**src/rtl/axi4_lite_arb_pkg.sv**
```systemverilog
// rtl/axi4_lite_arb_pkg.sv - shared types and constants for the AXI4-Lite round-robin arbiter
package axi4_lite_arb_pkg;

  localparam int NUM_MASTERS   = 2;
  localparam int COUNTER_WIDTH = 16;

  localparam logic [1:0] RESP_OKAY   = 2'b00;
  localparam logic [1:0] RESP_SLVERR = 2'b10;

  typedef enum logic {
    WR_IDLE = 1'b0,
    WR_BUSY = 1'b1
  } wr_state_t;

  typedef enum logic {
    RD_IDLE = 1'b0,
    RD_BUSY = 1'b1
  } rd_state_t;

endpackage

```
**src/rtl/axi4_lite_rr_pick.sv**
```systemverilog
// rtl/axi4_lite_rr_pick.sv - two-way round-robin picker with registered winner index
module axi4_lite_rr_pick
  import axi4_lite_arb_pkg::*;
(
  input  logic                   clk,
  input  logic                   rst_n,
  input  logic [NUM_MASTERS-1:0] req,
  input  logic                   en,
  output logic                   take,
  output logic                   winner,
  output logic                   grant
);

  // Index of the most recent grant; resets to 1 so master 0 wins the first tie.
  logic last;
  logic next_idx;

  // The master after the last winner has priority; otherwise the sole requester wins.
  always_comb begin
    next_idx = ~last;
    winner   = req[next_idx] ? next_idx : last;
    take     = en & (|req);
  end

  // Capture the winner whenever the owning FSM accepts a new request.
  always_ff @(posedge clk or negedge rst_n) begin
    if (!rst_n) begin
      last  <= 1'b1;
      grant <= 1'b0;
    end else if (take) begin
      last  <= winner;
      grant <= winner;
    end
  end

endmodule

```
**src/rtl/axi4_lite_rr_arbiter.sv**
```systemverilog
// rtl/axi4_lite_rr_arbiter.sv - 2:1 AXI4-Lite arbiter, independent round-robin write/read paths; AXI4_LITE_ARB_STATS_EN enables grant counters
module axi4_lite_rr_arbiter
  import axi4_lite_arb_pkg::*;
#(
  parameter  int DATA_WIDTH    = 32,
  parameter  int ADDRESS_WIDTH = 32,
  localparam int STRB          = DATA_WIDTH / 8
) (
  input  logic                          clk,
  input  logic                          rst_n,
  input  logic [1:0]                    m_awvalid,
  input  logic [2*ADDRESS_WIDTH-1:0]    m_awaddr,
  output logic [1:0]                    m_awready,
  input  logic [1:0]                    m_wvalid,
  input  logic [2*DATA_WIDTH-1:0]       m_wdata,
  input  logic [2*STRB-1:0]             m_wstrb,
  output logic [1:0]                    m_wready,
  output logic [1:0]                    m_bvalid,
  output logic [3:0]                    m_bresp,
  input  logic [1:0]                    m_bready,
  input  logic [1:0]                    m_arvalid,
  input  logic [2*ADDRESS_WIDTH-1:0]    m_araddr,
  output logic [1:0]                    m_arready,
  output logic [1:0]                    m_rvalid,
  output logic [2*DATA_WIDTH-1:0]       m_rdata,
  output logic [3:0]                    m_rresp,
  input  logic [1:0]                    m_rready,
  output logic                          s_awvalid,
  output logic [ADDRESS_WIDTH-1:0]      s_awaddr,
  input  logic                          s_awready,
  output logic                          s_wvalid,
  output logic [DATA_WIDTH-1:0]         s_wdata,
  output logic [STRB-1:0]               s_wstrb,
  input  logic                          s_wready,
  input  logic                          s_bvalid,
  input  logic [1:0]                    s_bresp,
  output logic                          s_bready,
  output logic                          s_arvalid,
  output logic [ADDRESS_WIDTH-1:0]      s_araddr,
  input  logic                          s_arready,
  input  logic                          s_rvalid,
  input  logic [DATA_WIDTH-1:0]         s_rdata,
  input  logic [1:0]                    s_rresp,
  output logic                          s_rready,
  output logic                          wr_grant,
  output logic                          rd_grant,
  output logic [2*COUNTER_WIDTH-1:0]    wr_grant_cnt,
  output logic [2*COUNTER_WIDTH-1:0]    rd_grant_cnt
);

  wr_state_t wr_state;
  rd_state_t rd_state;
  logic      aw_done, w_done, ar_done;
  logic      wr_take, wr_winner, rd_take, rd_winner;

  axi4_lite_rr_pick u_wr_pick (
    .clk    (clk),
    .rst_n  (rst_n),
    .req    (m_awvalid | m_wvalid),
    .en     (wr_state == WR_IDLE),
    .take   (wr_take),
    .winner (wr_winner),
    .grant  (wr_grant)
  );

  axi4_lite_rr_pick u_rd_pick (
    .clk    (clk),
    .rst_n  (rst_n),
    .req    (m_arvalid),
    .en     (rd_state == RD_IDLE),
    .take   (rd_take),
    .winner (rd_winner),
    .grant  (rd_grant)
  );

  // Write ownership: hold the grant from request until the B handshake, tracking AW/W completion.
  always_ff @(posedge clk or negedge rst_n) begin
    if (!rst_n) begin
      wr_state <= WR_IDLE;
      aw_done  <= 1'b0;
      w_done   <= 1'b0;
    end else begin
      case (wr_state)
        WR_IDLE: begin
          aw_done <= 1'b0;
          w_done  <= 1'b0;
          if (wr_take) wr_state <= WR_BUSY;
        end
        WR_BUSY: begin
          if (s_awvalid && s_awready) aw_done <= 1'b1;
          if (s_wvalid && s_wready)   w_done  <= 1'b1;
          if (s_bvalid && s_bready) begin
            wr_state <= WR_IDLE;
            aw_done  <= 1'b0;
            w_done   <= 1'b0;
          end
        end
        default: wr_state <= WR_IDLE;
      endcase
    end
  end

  // Read ownership: hold the grant from request until the R handshake, tracking AR completion.
  always_ff @(posedge clk or negedge rst_n) begin
    if (!rst_n) begin
      rd_state <= RD_IDLE;
      ar_done  <= 1'b0;
    end else begin
      case (rd_state)
        RD_IDLE: begin
          ar_done <= 1'b0;
          if (rd_take) rd_state <= RD_BUSY;
        end
        RD_BUSY: begin
          if (s_arvalid && s_arready) ar_done <= 1'b1;
          if (s_rvalid && s_rready) begin
            rd_state <= RD_IDLE;
            ar_done  <= 1'b0;
          end
        end
        default: rd_state <= RD_IDLE;
      endcase
    end
  end

  // Write-path crossbar: only the owner is connected; everything else is held at zero.
  always_comb begin
    s_awvalid = 1'b0;
    s_awaddr  = '0;
    s_wvalid  = 1'b0;
    s_wdata   = '0;
    s_wstrb   = '0;
    s_bready  = 1'b0;
    m_awready = '0;
    m_wready  = '0;
    m_bvalid  = '0;
    m_bresp   = '0;
    if (wr_state == WR_BUSY) begin
      s_awvalid = m_awvalid[wr_grant] & ~aw_done;
      s_wvalid  = m_wvalid[wr_grant] & ~w_done;
      s_bready  = m_bready[wr_grant];
      s_awaddr  = wr_grant ? m_awaddr[2*ADDRESS_WIDTH-1:ADDRESS_WIDTH] : m_awaddr[ADDRESS_WIDTH-1:0];
      s_wdata   = wr_grant ? m_wdata[2*DATA_WIDTH-1:DATA_WIDTH] : m_wdata[DATA_WIDTH-1:0];
      s_wstrb   = wr_grant ? m_wstrb[2*STRB-1:STRB] : m_wstrb[STRB-1:0];
      m_awready[wr_grant] = s_awready & ~aw_done;
      m_wready[wr_grant]  = s_wready & ~w_done;
      m_bvalid[wr_grant]  = s_bvalid;
      if (wr_grant) m_bresp[3:2] = s_bresp;
      else          m_bresp[1:0] = s_bresp;
    end
  end

  // Read-path crossbar: only the owner is connected; everything else is held at zero.
  always_comb begin
    s_arvalid = 1'b0;
    s_araddr  = '0;
    s_rready  = 1'b0;
    m_arready = '0;
    m_rvalid  = '0;
    m_rdata   = '0;
    m_rresp   = '0;
    if (rd_state == RD_BUSY) begin
      s_arvalid = m_arvalid[rd_grant] & ~ar_done;
      s_rready  = m_rready[rd_grant];
      s_araddr  = rd_grant ? m_araddr[2*ADDRESS_WIDTH-1:ADDRESS_WIDTH] : m_araddr[ADDRESS_WIDTH-1:0];
      m_arready[rd_grant] = s_arready & ~ar_done;
      m_rvalid[rd_grant]  = s_rvalid;
      if (rd_grant) begin
        m_rdata[2*DATA_WIDTH-1:DATA_WIDTH] = s_rdata;
        m_rresp[3:2] = s_rresp;
      end else begin
        m_rdata[DATA_WIDTH-1:0] = s_rdata;
        m_rresp[1:0] = s_rresp;
      end
    end
  end

`ifdef AXI4_LITE_ARB_STATS_EN
  logic [COUNTER_WIDTH-1:0] wr_cnt [NUM_MASTERS];
  logic [COUNTER_WIDTH-1:0] rd_cnt [NUM_MASTERS];

  // Saturating per-master grant counters, bumped when a grant is taken.
  always_ff @(posedge clk or negedge rst_n) begin
    if (!rst_n) begin
      wr_cnt[0] <= '0;
      wr_cnt[1] <= '0;
      rd_cnt[0] <= '0;
      rd_cnt[1] <= '0;
    end else begin
      if (wr_take && (wr_cnt[wr_winner] != '1)) wr_cnt[wr_winner] <= wr_cnt[wr_winner] + 1'b1;
      if (rd_take && (rd_cnt[rd_winner] != '1)) rd_cnt[rd_winner] <= rd_cnt[rd_winner] + 1'b1;
    end
  end

  assign wr_grant_cnt = {wr_cnt[1], wr_cnt[0]};
  assign rd_grant_cnt = {rd_cnt[1], rd_cnt[0]};
`else
  // Winner indices only feed the counters; without them they are intentionally dropped.
  logic unused_winner;
  assign unused_winner = wr_winner ^ rd_winner;
  assign wr_grant_cnt  = '0;
  assign rd_grant_cnt  = '0;
`endif

endmodule

```
**config.mk**
```make
export PLATFORM = sky130hd
export DESIGN_NAME = axi4_lite_rr_arbiter
export DESIGN_NICKNAME = d
export VERILOG_FILES = /design/src/rtl/axi4_lite_arb_pkg.sv /design/src/rtl/axi4_lite_rr_pick.sv /design/src/rtl/axi4_lite_rr_arbiter.sv
export SDC_FILE = /design/constraint.sdc
export NUM_CORES = 1
export LEC_CHECK = 0
export ABC_AREA = 0
export CORE_AREA = 3 3 194 196
export CTS_CLUSTER_DIAMETER = 50
export DETAILED_ROUTE_END_ITERATION = 10
export DIE_AREA = 0 0 197 199
export DONT_BUFFER_PORTS = 1
export GPL_ROUTABILITY_DRIVEN = 0
export GPL_TIMING_DRIVEN = 0
export PLACE_DENSITY = 0.3
export REMOVE_ABC_BUFFERS = 1
export SYNTH_ARGS = -nofsm -noshare
export SYNTH_HDL_FRONTEND = slang
export SYNTH_HIERARCHICAL = 1
export SYNTH_SLANG_ARGS = --single-unit
```
**constraint.sdc**
```tcl
create_clock -name clk -period 1.89 [get_ports clk]
set_clock_uncertainty 0.1 [all_clocks]
set_input_delay 0.4725 -clock clk [delete_from_list [all_inputs] [get_ports clk]]
set_output_delay 0.4725 -clock clk [all_outputs]
set_load 0.05 [all_outputs]
```
==> impl.org <==
** Power
- Of the total power, combinational logic draws 0.945.
- The share of total power dissipated in the clock network is 0.024.
- Lkg Pwr :: 2.29 nW
- Of the total power, the share spent switching nets is 0.652.
- Power per cell area :: 2650 nW/um^2
- Power share of the sequential group :: 0.032
- IR analysis of the VDD net gives a maximum drop of 0.745 mV.
- Switching power of the nets :: 10.6 mW
- Internal portion of total power :: 5.64 mW

** Floorplan
- 506 I/O pins were placed.
- In this run the standard cell core region covers 36,300 sq um.
- Std cell rows :: 70
- The initial utilization of the core area, before any placement, comes to 0.0884.
- Chip height :: 199 um
- Overall die width :: 197 um
- The die covers 39,200 sq um.

** Detailed routing
- After detailed routing, the number of remaining DRC violations is 0.
- Using the TritonRoute via totals, the vias-per-cell ratio works out to 3.51.
- After the first detailed-routing iteration, the DRC count stood at 156.
- In the final routed layout, each cell accounts on average for 20.3 um.
- Before antenna repair, the detailed router went through 4 iterations.
- The routed design has 19.2 mm of wire.
- Vias post-DR :: 3,331
- Detail Route Antenna Nets :: 0

** Placement
- The wire-length estimate of the detail-placed layout is 12.1 mm.
- Total of buffers placed on input and output ports :: 0
- After detailed placement, the total cell area comes to 3310 sq um.
- Including well taps, the total number of placed cells is 872.

** Critical path
- Cell with the largest stage delay on the worst path :: sky130_fd_sc_hd__dfrtp_4
- Data on the critical path is required at its endpoint by 1.32 ns.
- Cell-by-cell listing of the critical path :: buf_16 > mux2i_2 > nor3_4
- The setup check on the worst reg-to-reg path leaves a slack of 0.13 ns.
- The worst setup path is captured at a primary output.
- Critical Setup Path Class :: reg2out
- CP max stage delay :: 0.55 ns
- Worst Setup Start Kind :: register
- For the worst setup path, the data arrival time is 1.68 ns.
- CP max FO :: 7

** Clocking
- Clock Tree Root :: sky130_fd_sc_hd__clkbuf_16
- Max Buffers Root-to-Sink :: 2
- At the later pin of the worst-skew pair, clock insertion delay measures 0.23 ns.
- In this run the number of H-tree levels came out at 1.
- In this run, CTS created clock tree buffers numbering 3.
- After clock tree synthesis, the clock-pin slew on the worst setup and hold paths is 0.04 ns.
- TritonCTS built the clock tree.
- Total clock sinks :: 9

** STA
- Post-layout min period :: 2.25 ns
- Total count of max-transition violations in the final report :: 0
- Actual slew at the worst max-slew pin :: 0.745 ns
- Setup violators final :: 182
- The number of hold violations in the final report was 0.
- Of the available clock period, the critical path in the final layout requires 1.19.
- Setup slack on the critical path of the routed design comes to -0.362 ns.
- Derived from the worst setup path, the maximum achievable clock frequency is 444 MHz.
- The worst pin sits at a relative slew slack of 0.501.
- RSZ-0062 raised after global routing :: true

** Final layout
- Non-filler cells in the finished layout :: 948
- Design area :: 6100 sq um
- Final #Nets :: 733
- In the final layout, the share of cells above drive strength 1 is 0.691.
- Area growth syn-to-layout :: 90.4%

** Global routing
- Global-route wire length before repair :: 23.5 mm
- Overall fraction of global-route tracks in use :: 0.0802
- The initial antenna violation count was 1.
- Vias in the first global route :: 3,100
- Entering global routing, the biggest net connects 39 pins.
- Residual overflow from global routing :: 0

** Logic synthesis
- YS warnings :: 6
- Number of standard cells after synthesis :: 439
- The average instance in the mapped netlist occupies 7.30 sq um.
- The cell area that synthesis handed to floorplanning was 3200 sq um.

** Worst hold path
- Worst hold-check path type :: in2reg

** Job
- Across the run, the number of max-cap violations was 0.

** Run status
- The checks that failed: setup timing.
- The flow ran to the end, but the final reports show violations.
final cells by class:
class,count,area [sq um]
timing repair buffer,67,1170
multi-input combinational,391,3920
antenna,1,2.50
tap,468,586
sequential,9,243
timing repair inverter,3,36.3
inverter,5,61.3
clock buffer,4,78.8
fill,4015,30200
layer usage:
metal | track usage | vias up | part of all wire
met5 | 0 | - | 0
met4 | 0.00449 | 0 | 0.0064
met3 | 0.0136 | 6 | 0.060
met2 | 0.127 | 210 | 0.49
met1 | 0.119 | 1672 | 0.44
li1 | - | 1443 | -
worst max-delay path, delay by kind of cell (launching register included):
kind                   cells  cell delay [ns]
DFF                        1             0.55
and+or+nand+nor            1             0.49
buffers and inverters      1             0.20
muxes                      1             0.18
power groups by stage:
| stage | sequential (mW) | clock (mW) | combinational [mW] |
|---|---|---|---|
| after floorplan | 0.881 | 0 | 7.58 |
| after global routing | 0.537 | 0.405 | 15.8 |
| after CTS | 0.511 | 0.397 | 14.3 |
| final | 0.516 | 0.381 | 15.3 |
| after detailed placement | 0.688 | 0 | 9.02 |
| after global placement | 0.944 | 0 | 7.41 |
final timing paths:
path / startpoint / end / cells after the start
setup / recovery: u_rd_pick/grant$_DFFE_PN0P_ / s_arvalid / 3
hold / removal: m_arvalid[0] / u_rd_pick/last$_DFFE_PN1P_ / 1
setup reg to reg: u_wr_pick/grant$_DFFE_PN0P_ / wr_state$_DFF_PN0_ / 7
hold reg to reg: u_wr_pick/last$_DFFE_PN1P_ / u_wr_pick/last$_DFFE_PN1P_ / 2
max in group asynchronous: rst_n / u_wr_pick/grant$_DFFE_PN0P_ / 1
min in group asynchronous: rst_n / rd_state$_DFF_PN0_ / 1
state kept, by name, indices dropped and copies added (netlist names):
name,cells
aw_done,1
u_rd_pick/last,1
u_wr_pick/grant,1
u_rd_pick/grant,1
w_done,1
u_wr_pick/last,1
ar_done,1
rd_state,1
wr_state,1
layout by cell type, fill, tap and decap left out, types with 2 or more instances in the layout:
cell / n
sky130_fd_sc_hd__buf_6: 16
sky130_fd_sc_hd__buf_8: 9
sky130_fd_sc_hd__inv_1: 3
sky130_fd_sc_hd__nor2_1: 3
sky130_fd_sc_hd__clkbuf_16: 10
sky130_fd_sc_hd__a21oi_1: 5
sky130_fd_sc_hd__nor2_4: 114
sky130_fd_sc_hd__mux2i_2: 36
sky130_fd_sc_hd__mux2i_1: 54
sky130_fd_sc_hd__a31oi_1: 6
sky130_fd_sc_hd__nand2b_1: 3
sky130_fd_sc_hd__buf_16: 9
sky130_fd_sc_hd__mux2_4: 2
sky130_fd_sc_hd__buf_4: 6
sky130_fd_sc_hd__buf_12: 19
sky130_fd_sc_hd__mux2i_4: 13
sky130_fd_sc_hd__nor3_4: 2
sky130_fd_sc_hd__dfstp_2: 2
sky130_fd_sc_hd__and2_4: 36
sky130_fd_sc_hd__dfrtp_4: 4
sky130_fd_sc_hd__or2_2: 2
sky130_fd_sc_hd__conb_1: 64
sky130_fd_sc_hd__o21a_1: 2
sky130_fd_sc_hd__dfrtp_1: 3
sky130_fd_sc_hd__nand2_4: 2
sky130_fd_sc_hd__and3_4: 37
metrics by stage:
stage          power (mW)  hold slack, ns    util  worst slack [ns]  setup TNS (ns)
2_1_floorplan        8.46          0.0769       -             -2.59         -360.75
3_3_place_gp         8.35          0.0775  0.0890             -3.73         -505.58
3_5_place_dp         9.71          0.0776  0.0912             -1.41         -157.00
4_1_cts              15.2           0.196   0.154            -0.448          -40.36
5_1_grt              16.8           0.198   0.168            -0.404          -42.19
6_report             16.2           0.206   0.168            -0.362          -34.91
timing repair:
| item | 4_1_cts | 5_1_grt |
|---|---|---|
| hold buffers | 1 | 0 |
| endpoints found under the hold margin | 9 | 0 |
| buffers inserted | 32 | 24 |
| pin swaps | 56 | 64 |
| gates resized for setup | 455 | 89 |
| setup endpoints to repair | 194 | 187 |
| gates cloned | 17 | 10 |
No activity file was read; power rests on OpenSTA's default activity.
